$ cat src/rtl/gem_sync_err_mon.sv
// GEM sync-flag monitor: per-channel LOCKED/SUSPECT/UNLOCKED debounce with hysteresis,
// plus saturating bad-frame and lock-loss counters for VME readout.

module gem_sync_err_ch #(
  parameter int BAD_THRESH  = 4,
  parameter int GOOD_THRESH = 16,
  parameter int CNT_W       = 16,
  parameter int UNL_W       = 8
) (
  input  logic             clock,
  input  logic             global_reset_n,
  input  logic             ttc_resync,
  input  logic             cnt_clear,
  input  logic             sample,
  output logic [1:0]       state,
  output logic             locked,
  output logic [CNT_W-1:0] err_cnt,
  output logic [UNL_W-1:0] unlock_cnt
);
  localparam logic [1:0] ST_LOCKED   = 2'd0;
  localparam logic [1:0] ST_SUSPECT  = 2'd1;
  localparam logic [1:0] ST_UNLOCKED = 2'd2;
  localparam logic [8:0] BAD_T  = 9'(BAD_THRESH);
  localparam logic [8:0] GOOD_T = 9'(GOOD_THRESH);

  logic [1:0] st_q, st_nxt;
  logic [7:0] run_q, run_nxt;
  logic [8:0] run_p1;
  logic       bad;
  logic       enter_unl;

  assign bad    = ~sample;
  assign run_p1 = {1'b0, run_q} + 9'd1;

  always_ff @(posedge clock) begin
    if (!global_reset_n || ttc_resync) begin
      st_q  <= ST_LOCKED;
      run_q <= '0;
    end else begin
      st_q  <= st_nxt;
      run_q <= run_nxt;
    end
  end

  always_comb begin
    st_nxt  = st_q;
    run_nxt = run_q;
    case (st_q)
      ST_LOCKED: begin
        if (bad && BAD_T == 9'd1) begin
          st_nxt  = ST_UNLOCKED;
          run_nxt = '0;
        end else if (bad) begin
          st_nxt  = ST_SUSPECT;
          run_nxt = 8'd1;
        end else begin
          run_nxt = '0;
        end
      end
      ST_SUSPECT: begin
        if (bad && run_p1 == BAD_T) begin
          st_nxt  = ST_UNLOCKED;
          run_nxt = '0;
        end else if (bad) begin
          run_nxt = run_p1[7:0];
        end else begin
          st_nxt  = ST_LOCKED;
          run_nxt = '0;
        end
      end
      ST_UNLOCKED: begin
        if (!bad && run_p1 == GOOD_T) begin
          st_nxt  = ST_LOCKED;
          run_nxt = '0;
        end else if (!bad) begin
          run_nxt = run_p1[7:0];
        end else begin
          run_nxt = '0;
        end
      end
      default: begin
        st_nxt  = ST_LOCKED;
        run_nxt = '0;
      end
    endcase
  end

  always_comb begin
    state     = st_q;
    locked    = (st_q != ST_UNLOCKED);
    enter_unl = (st_nxt == ST_UNLOCKED) && (st_q != ST_UNLOCKED);
  end

  // A clear wins over a same-cycle increment.
  always_ff @(posedge clock) begin
    if (!global_reset_n || ttc_resync || cnt_clear) begin
      err_cnt    <= '0;
      unlock_cnt <= '0;
    end else begin
      if (bad && err_cnt != '1)          err_cnt    <= err_cnt + 1'b1;
      if (enter_unl && unlock_cnt != '1) unlock_cnt <= unlock_cnt + 1'b1;
    end
  end
endmodule

module gem_sync_err_mon #(
  parameter int BAD_THRESH  = 4,
  parameter int GOOD_THRESH = 16,
  parameter int CNT_W       = 16,
  parameter int UNL_W       = 8
) (
  input  logic             clock,
  input  logic             global_reset_n,
  input  logic             ttc_resync,
  input  logic             cnt_clear,
  input  logic             mon_en,
  input  logic             gemA_synced,
  input  logic             gemB_synced,
  input  logic             gems_synced,
  output logic             gemA_locked,
  output logic             gemB_locked,
  output logic             gems_locked,
  output logic [5:0]       sync_state,
  output logic [CNT_W-1:0] gemA_err_cnt,
  output logic [CNT_W-1:0] gemB_err_cnt,
  output logic [CNT_W-1:0] gems_err_cnt,
  output logic [UNL_W-1:0] gemA_unlock_cnt,
  output logic [UNL_W-1:0] gemB_unlock_cnt,
  output logic [UNL_W-1:0] gems_unlock_cnt
);
  localparam int NUM_CH = 3;

  logic [NUM_CH-1:0]            s1_q;
  logic [NUM_CH-1:0][1:0]       st;
  logic [NUM_CH-1:0]            lk;
  logic [NUM_CH-1:0][CNT_W-1:0] err;
  logic [NUM_CH-1:0][UNL_W-1:0] unl;

  // Disabled monitor presents all-good samples, so FSMs settle and counters freeze.
  always_ff @(posedge clock) begin
    if (!global_reset_n || ttc_resync || !mon_en) s1_q <= '1;
    else s1_q <= {gems_synced, gemB_synced, gemA_synced};
  end

  for (genvar c = 0; c < NUM_CH; c++) begin : g_ch
    gem_sync_err_ch #(
      .BAD_THRESH(BAD_THRESH), .GOOD_THRESH(GOOD_THRESH), .CNT_W(CNT_W), .UNL_W(UNL_W)
    ) u_ch (
      .clock(clock), .global_reset_n(global_reset_n), .ttc_resync(ttc_resync),
      .cnt_clear(cnt_clear), .sample(s1_q[c]), .state(st[c]), .locked(lk[c]),
      .err_cnt(err[c]), .unlock_cnt(unl[c])
    );
  end

  assign sync_state      = st;
  assign {gems_locked, gemB_locked, gemA_locked} = lk;
  assign gemA_err_cnt    = err[0];
  assign gemB_err_cnt    = err[1];
  assign gems_err_cnt    = err[2];
  assign gemA_unlock_cnt = unl[0];
  assign gemB_unlock_cnt = unl[1];
  assign gems_unlock_cnt = unl[2];
endmodule
$ cat config.mk
export PLATFORM = sky130hd
export DESIGN_NAME = gem_sync_err_mon
export DESIGN_NICKNAME = d
export VERILOG_FILES = /design/src/rtl/gem_sync_err_mon.sv
export SDC_FILE = /design/constraint.sdc
export NUM_CORES = 1
export LEC_CHECK = 0
export CORE_ASPECT_RATIO = 1.4
export CORE_MARGIN = 10
export CORE_UTILIZATION = 40
export CTS_CLUSTER_DIAMETER = 150
export DETAILED_ROUTE_END_ITERATION = 10
export SLEW_MARGIN = 5
export SYNTH_ARGS = -nofsm -noshare
export SYNTH_HDL_FRONTEND = slang
export SYNTH_SLANG_ARGS = --single-unit
$ cat constraint.sdc
create_clock -name clock -period 4.6 [get_ports clock]
set_input_delay 1.38 -clock clock [delete_from_list [all_inputs] [get_ports clock]]
set_output_delay 1.38 -clock clock [all_outputs]
set_load 0.02 [all_outputs]
### Word-level counts from Yosys, hierarchy flattened

Index checks and enable logic that the tools add are counted.

* flip-flop bits (word level): 105
* input bits: 8
* output and inout bits: 81
* logic and storage cells: 105

* add/sub/neg operators: 9
* eq/ne operators: 24
* mux-type cells: 33
* bitwise logic cells: 3
* reductions and logical operators: 23

Operator list (count)
* $mux W8: 12
* $pmux W8 S3: 3
* $add A16 B1 Y16 const B: 3
* $ne A16 B16 Y1 const B: 3
* $add A8 B1 Y9 const B: 3
* $eq A9 B3 Y1 const B: 3
* $eq A9 B5 Y1 const B: 3
* $add A8 B1 Y8 const B: 3
* $mux W2: 12
* $ne A8 B8 Y1 const B: 3
* $pmux W2 S3: 3
* $logic_and A1 B1 Y1: 15
* $eq A2 B2 Y1 const B: 6
* $eq A2 B1 Y1 const B: 3
* $logic_not A2 Y1: 3
* $ne A2 B2 Y1 const B: 3
* $logic_or A1 B1 Y1: 3
* $mux W1: 3
* $not A1 Y1: 3
* $logic_not A1 Y1: 2

### Depth between registers and ports, before layout

Gate-level depths: netlist of run 1.

* depth in word-level cells: 8
* depth in mapped cells: 8
* depth with buffers taken out: 6

### By module

Synthesis of run 1 repeated with hierarchy kept, for this count alone.

* cells, all modules: 621
* area, all modules: 5491.5 µm²

Modules (own cells, without submodules)
* gem_sync_err_ch: instances 3, cells an instance 205, area each 1799.2 µm², sequential area each 680.7 µm²
* gem_sync_err_mon: instances 1, cells an instance 6, area each 93.8 µm², sequential area each 60.1 µm²

### Least setup slack after synthesis of run 1

OpenSTA, ideal clock, no wires.

* kind: in2reg
* start: input port global_reset_n
* end: register g_ch[0].u_ch.unlock_cnt[6]
* setup time: 0.132 ns
* arrival time: 2.428 ns
* required time: 4.468 ns
* setup slack: 2.040 ns
* stages on the path: 6
* buffers on the path: 3
* cell sequence: nor2b_1 > clkbuf_1 > nand2b_1 > clkbuf_1 > clkbuf_1 > nor3_1

* longest elaborated chain between the ends: 3

Ends and longest elaborated chain
* start, declared: RTL line 113 `input logic global_reset_n,`
* $logic_not A1 Y1: RTL line 96 `if (!global_reset_n || ttc_resync || cnt_clear) begin`
* $logic_or A1 B1 Y1 (2 in series): RTL line 96
* end signal, assigned: RTL line 101 `if (enter_unl && unlock_cnt != '1) unlock_cnt <= unlock_cnt + 1'b1;`
* end, declared: RTL line 18 `output logic [UNL_W-1:0] unlock_cnt`

Every way passes these cells.
A chain may end at the register's enable or synchronous reset.

### Worst setup path in the final report of run 1

* start: register g_ch[1].u_ch.st_q[0]
* end: output port gemB_locked

* longest elaborated chain between the ends: 1

Ends and longest elaborated chain
* start, declared: RTL line 26 `logic [1:0] st_q, st_nxt;`
* start signal, assigned: RTL line 40 `st_q <= st_nxt;`
* $ne A2 B2 Y1: RTL line 90 `locked = (st_q != ST_UNLOCKED);`
* end, declared: RTL line 121 `output logic gemB_locked,`

Every way passes these cells.

==> results of run 1 <==
==> placed cells by master, fill, tap and decap left out, types with 27 or more instances in the layout <==
master,n
a21oi_1,44
clkdlybuf4s50_1,88
dfxtp_1,105
nand2_1,44
nand3_1,29
nand4_1,27
nor2_1,69
xnor2_1,28
xor2_1,28
==> sequential cells by signal, indices dropped and copies added (netlist names) <==
| register | cells |
|---|---|
| g_ch.u_ch.err_cnt | 48 |
| g_ch.u_ch.run_q | 24 |
| g_ch.u_ch.state | 6 |
| g_ch.u_ch.unlock_cnt | 24 |
| s1_q | 3 |
==> layout make-up <==
class                           instances  share of cell area
Tap cell                              182              0.0338
Sequential cell                       105               0.312
Inverter                               16             0.00890
Clock inverter                          7              0.0150
Multi-Input combinational cell        483               0.462
Clock buffer                            9              0.0334
Timing Repair Buffer                   92               0.135
==> stage by stage <==
step | area, um^2 | hold WS [ns] | instances | total power, mW
2_1_floorplan | 5400 | 0.486 | 634 | 0.951
3_3_place_gp | 6420 | 0.482 | 878 | 0.964
3_5_place_dp | 6420 | 0.492 | 878 | 0.965
4_1_cts | 6750 | 0.507 | 894 | 1.80
5_1_grt | 6750 | 0.537 | 894 | 1.84
6_report | 6750 | 0.506 | 894 | 1.78
==> worst max-delay path, stage by stage, from the launching register on <==
cell and delay, ns:
dfxtp_1 0.43, inv_1 0.12, nand2_1 0.11, clkdlybuf4s50_1 0.62
==> power breakdown <==
part | leakage [nW] | total (mW) | switching (mW) | internal [mW]
logic | 1.11 | 0.0302 | 0.0180 | 0.0122
clock network | 0.158 | 0.833 | 0.351 | 0.483
registers | 0.846 | 0.914 | 0.00372 | 0.910
==> cells by family after synthesis <==
family,count (synthesis),synth area share
AOI/OAI and AO/OA,139,0.176
xor gates and xnor gates,56,0.0908
adders and majority gates,12,0.0278
buffers and inverters,46,0.0341
DFF,105,0.389
muxes,7,0.0130
and+or+nand+nor,269,0.269
==> path summary, 6_finish.rpt <==
path / depth (start not counted) / to
setup / recovery: 3 / gemB_locked
hold / removal: 2 / g_ch[1].u_ch.unlock_cnt[4]$_SDFFE_PP0P_
setup reg to reg: 6 / g_ch[0].u_ch.run_q[1]$_SDFF_PP0_
hold reg to reg: 2 / g_ch[1].u_ch.unlock_cnt[4]$_SDFFE_PP0P_
==> layer usage <==
layer / GRT usage / wire length [um] / up-vias
met2: 0.258 / 6930 / 125
met1: 0.169 / 5880 / 2334
met3: 0.0369 / 734 / 16
met5: 0 / 0 / -
met4: 0.0561 / 219 / 0
li1: - / - / 2490
==> metrics.yaml, run 1 <==
status: "complete, no violations"
yosys.area.top_type: "dfxtp_1"
tns_ns: 0
postCtsResizedCells: 0
synth_nets: 654
rr_startpoint: "g_ch[0].u_ch.run_q[0]$_SDFF_PP0_"
post-route-util: 0.506
die_w_um: 118
fp-row-count: 50
worstPathMaxFanout: 6
max_cap_violations: 0
slew-limit-headroom: 0.262
fin_nets: 727
antenna_cells: 0
cts_buffers: 9
synth-edff-count: 0
antenna_found_initial: 0
ff2ff_setup_slack_ns: 1.74
drive_above_1_share: 0.0562
coreArea_mm2: 0.0133
worst_slack_ns: 1.58
worstSetupStartpoint: "g_ch[1].u_ch.state[0]$_SDFF_PP0_"
grt_pass1_wl_um: 23200
cts_max_level: 3
root_buffer: "clkbuf_16"
max_freq_ghz: 0.332
synth.ff_latch_count: 105
end_kind: "output pin"
grt_usage: 0.147
ys_top_cells_by_count: "dfxtp_1, nor2_1, a21oi_1, nand2_1, nand3_1"
io_buffers: 88
clk_latency_ns: 0.34
ctsHoldBuffers: 0
cts_sinks: 105
ys_seq_area_frac: 0.389
vias_per_cell: 5.55
die_h_um: 157
io_pins: 89
power_leakage_nw: 2.11
hp-start: "g_ch[1].u_ch.unlock_cnt[4]$_SDFFE_PP0P_"
finalHoldViolCount: 0
critPathArrivalTime_ns: 1.64
area_growth_pct: 24.9
startpoint_type: "flop"
start_util: 0.405
fin_crit_ns: 3.02
synth.distinct_cells: 66
yosysMostFrequentCell: "dfxtp_1"
vdd_drop_max_v: 0.000144
place.gp.congestion: 0.858
grt_overflow_total: 0
multi_input_area_mm2: 0.00312
mappedNetlistArea_mm2: 0.00540
seqCellArea_mm2: 0.00210
n_fill_cell: 1277
place_ws_ns: 1.34
drt_iter0_markers: 234
setup_viol: 0
drt-total-wl_um: 13800
final_antenna_net_count: 0
grt_max_degree: 29
yosys_warnings: 0
cts_max_path_buffers: 2
first_pass_iters: 5
die-area_mm2: 0.0186
cts_tree: "built"
p_per_area_mw_per_mm2: 263
async_reset_ff_frac: 0
wire_per_inst_um: 15.4
syn_area_per_cell_um2: 8.52
critical_path_required_ns: 3.22
grt_pass1_vias: 4693
rsz0062_at_grt: "no"
synth_top_area_frac: 0.389
critPathKind: "reg2out"
cts_setup_buffers: 0
synthCells: 634
clkTransAtPathRegs_ns: 0.07
route.detailed.drc: 0
dp_hpwl_um: 10500
synthFlopType: "dfxtp_1"
fin_skew_ns: 0.00702
tightest_slew_ns: 1.11
slew_violations: 0
synthTopCellsByArea: "dfxtp_1, nor2_1, xnor2_1"
num_vias: 4965
fin_crit_sh: 0.656
holdCritPathClass: "reg2reg"
(Power assumes the default switching activity.)
==> run 2, diff against run 1 <==
Clock period 4.6 ns to 2.9 ns, I/O delays scaled along.
==> run 2 against run 1 <==
Global-route usage up 0.18 points. Clock power up 51%. Power rose by 56%. First-iteration DRC count fell by 2.6%. Hold slack got worse by 0.0087 ns. Cell count increased by 1.0%. Critical path depth did not move. Utilization increased by 0.49 points. Non-clock buffer count is 9 higher. Critical endpoint unchanged. Largest power group unchanged.
==> metrics.yaml, run 2 (synthesis gave the netlist of run 1 again) <==
holdWs_ns: 0.497  # -0.00872 ns
multi_input_area_mm2: 0.00312  # unchanged
antenna_found_initial: 0  # unchanged
num_vias: 5028  # +1.3%
cts_sinks: 105  # unchanged
vdd_drop_max_v: 0.000263  # +82%
io_pins: 89  # unchanged
n_fill_cell: 1299  # +1.7%
tns_ns: 0  # unchanged
grt_max_degree: 32  # +10%
critPathKind: "reg2out"
final_area_mm2: 0.00681  # +0.96%
worstPathMaxFanout: 6  # unchanged
cts_setup_buffers: 0  # unchanged
grt_usage: 0.149  # +0.00184
dp_hpwl_um: 10500  # +0.88%
die-area_mm2: 0.0186  # unchanged
max_freq_ghz: 0.399
drt-total-wl_um: 13900  # +1.2%
critical_path_required_ns: 2.03  # -1.19 ns
final_antenna_net_count: 0  # unchanged
clkTransAtPathRegs_ns: 0.07  # about the same
io_buffers: 88  # unchanged
finalHoldViolCount: 0  # unchanged
die_w_um: 118  # unchanged
critPathArrivalTime_ns: 1.64  # about the same
setup_viol: 0  # unchanged
coreArea_mm2: 0.0133  # unchanged
route.detailed.drc: 0  # unchanged
dp.cells: 887  # +1.0%
vias_per_cell: 5.57  # +0.26%
r2r.worst_path.cells: 6  # unchanged
area_growth_pct: 26.1
grt_pass1_wl_um: 23600  # +1.7%
reg2reg_to: "g_ch[1].u_ch.unlock_cnt[4]$_SDFFE_PP0P_"
min_path_cells: 2  # unchanged
end_kind: "output pin"
grt_overflow_total: 0  # unchanged
postCtsResizedCells: 0  # unchanged
ff2ff_setup_slack_ns: 0.41  # -1.33 ns
power_leakage_nw: 2.15  # +1.9%
slew_violations: 0  # unchanged
placed_area_mm2: 0.00650  # +1.2%
whs_endpoint: "g_ch[0].u_ch.err_cnt[5]$_SDFFE_PP0P_"
seqCellArea_mm2: 0.00210  # unchanged
die_h_um: 157  # unchanged
tightest_slew_ns: 0.816  # -0.289 ns
hp-start: "g_ch[0].u_ch.err_cnt[5]$_SDFFE_PP0P_"
antenna_cells: 0  # unchanged
start_util: 0.405  # unchanged
status: "complete, no violations"
crit_slowest_cell: "clkdlybuf4s50_1"
startpoint_type: "flop"
top_register: "g_ch.u_ch.err_cnt"
fin_cells: 903  # +1.0%
root_buffer: "clkbuf_16"
layout_commonest_cell: "dfxtp_1"
place.gp.congestion: 0.872  # +1.6%
grt_pass1_vias: 4920  # +4.8%
path_cells: "inv_1, nand2_1, clkdlybuf4s50_1"
wire_per_inst_um: 15.4  # +0.16%
fin_nets: 736  # +1.2%
critical_path.max_stage_delay_ns: 0.63  # about the same
clk_latency_ns: 0.35  # about the same
fp-row-count: 50  # unchanged
post-route-util: 0.511  # +0.00488
largest_registers: "g_ch.u_ch.err_cnt: 48 flops, g_ch.u_ch.run_q: 24 flops, g_ch.u_ch.unlock_cnt: 24 flops"
max_cap_violations: 0  # unchanged
largest_reg_flops: 48  # unchanged
ctsHoldBuffers: 0  # unchanged
fin_crit_ns: 2.51
drt_iter0_markers: 228  # -2.6%
cts_buffers: 9  # unchanged
drive_above_1_share: 0.0680  # +0.0118
holdCritPathClass: "reg2reg"
fin_skew_ns: 0.00652  # -0.000495 ns
p_per_area_mw_per_mm2: 406  # +54%
cts_max_level: 3  # unchanged
cts_tree: "built"
fin_crit_sh: 0.864
final_cell_mix: "dfxtp_1, clkdlybuf4s50_1, nor2_1"
slew-limit-headroom: 0.453  # +0.191
cts_max_path_buffers: 2  # unchanged
rr_startpoint: "g_ch[1].u_ch.run_q[0]$_SDFF_PP0_"
rsz0062_at_grt: "no"
first_pass_iters: 5  # unchanged
[run 2: final cells by class]
type	count	share of cell area
Clock buffer	10	0.0351
Clock inverter	6	0.0107
Inverter	16	0.00882
Multi-Input combinational cell	483	0.458
Sequential cell	105	0.309
Tap cell	182	0.0334
Timing Repair Buffer	101	0.146
[run 2: power by group]
| group | switching [mW] | internal [mW] | total, mW | leakage, nW |
|---|---|---|---|---|
| logic | 0.0314 | 0.0234 | 0.0548 | 1.16 |
| registers | 0.00458 | 1.44 | 1.45 | 0.846 |
| clock network | 0.559 | 0.703 | 1.26 | 0.150 |
[run 2: worst max-delay path by stage]
stage / startpoint / to / slack [ns] / cells past startpoint
3_3_place_gp: global_reset_n / g_ch[1].u_ch.run_q[3]$_SDFF_PP0_ / 0.43 / 6
2_1_floorplan: g_ch[2].u_ch.run_q[0]$_SDFF_PP0_ / g_ch[2].u_ch.unlock_cnt[7]$_SDFFE_PP0P_ / 0.83 / 7
6_report: g_ch[1].u_ch.state[0]$_SDFF_PP0_ / gemB_locked / 0.39 / 3
5_1_grt: g_ch[1].u_ch.run_q[0]$_SDFF_PP0_ / g_ch[1].u_ch.unlock_cnt[4]$_SDFFE_PP0P_ / 0.23 / 6
3_5_place_dp: global_reset_n / g_ch[1].u_ch.run_q[1]$_SDFF_PP0_ / 0.40 / 6
4_1_cts: g_ch[1].u_ch.state[0]$_SDFF_PP0_ / gemB_locked / 0.39 / 3
[run 2: through the flow]
stage	worst slack, ns	power [mW]
4_1_cts	0.388	2.80
5_1_grt	0.234	2.87
3_3_place_gp	0.433	1.54
2_1_floorplan	0.827	1.51
6_report	0.393	2.76
3_5_place_dp	0.401	1.54
[run 2: routing by layer]
layer / track usage / vias up / share of wire
met5: 0 / - / 0
met4: 0.0661 / 0 / 0.021
met3: 0.0330 / 20 / 0.053
met2: 0.265 / 108 / 0.51
met1: 0.168 / 2390 / 0.42
li1: - / 2510 / -
[run 2: critical path: cells and delay by family, from the launching register on]
family                 cells  cell delay (ns)
flip-flops                 1             0.42
AND/OR/NAND/NOR            1             0.11
buffers and inverters      2             0.76
==> run 3, diff against run 2 <==
Settings changed: SLEW_MARGIN 5 to not set.
==> results of run 3 <==
Same layout as run 2: the final DEF is identical, and so are final timing and power.
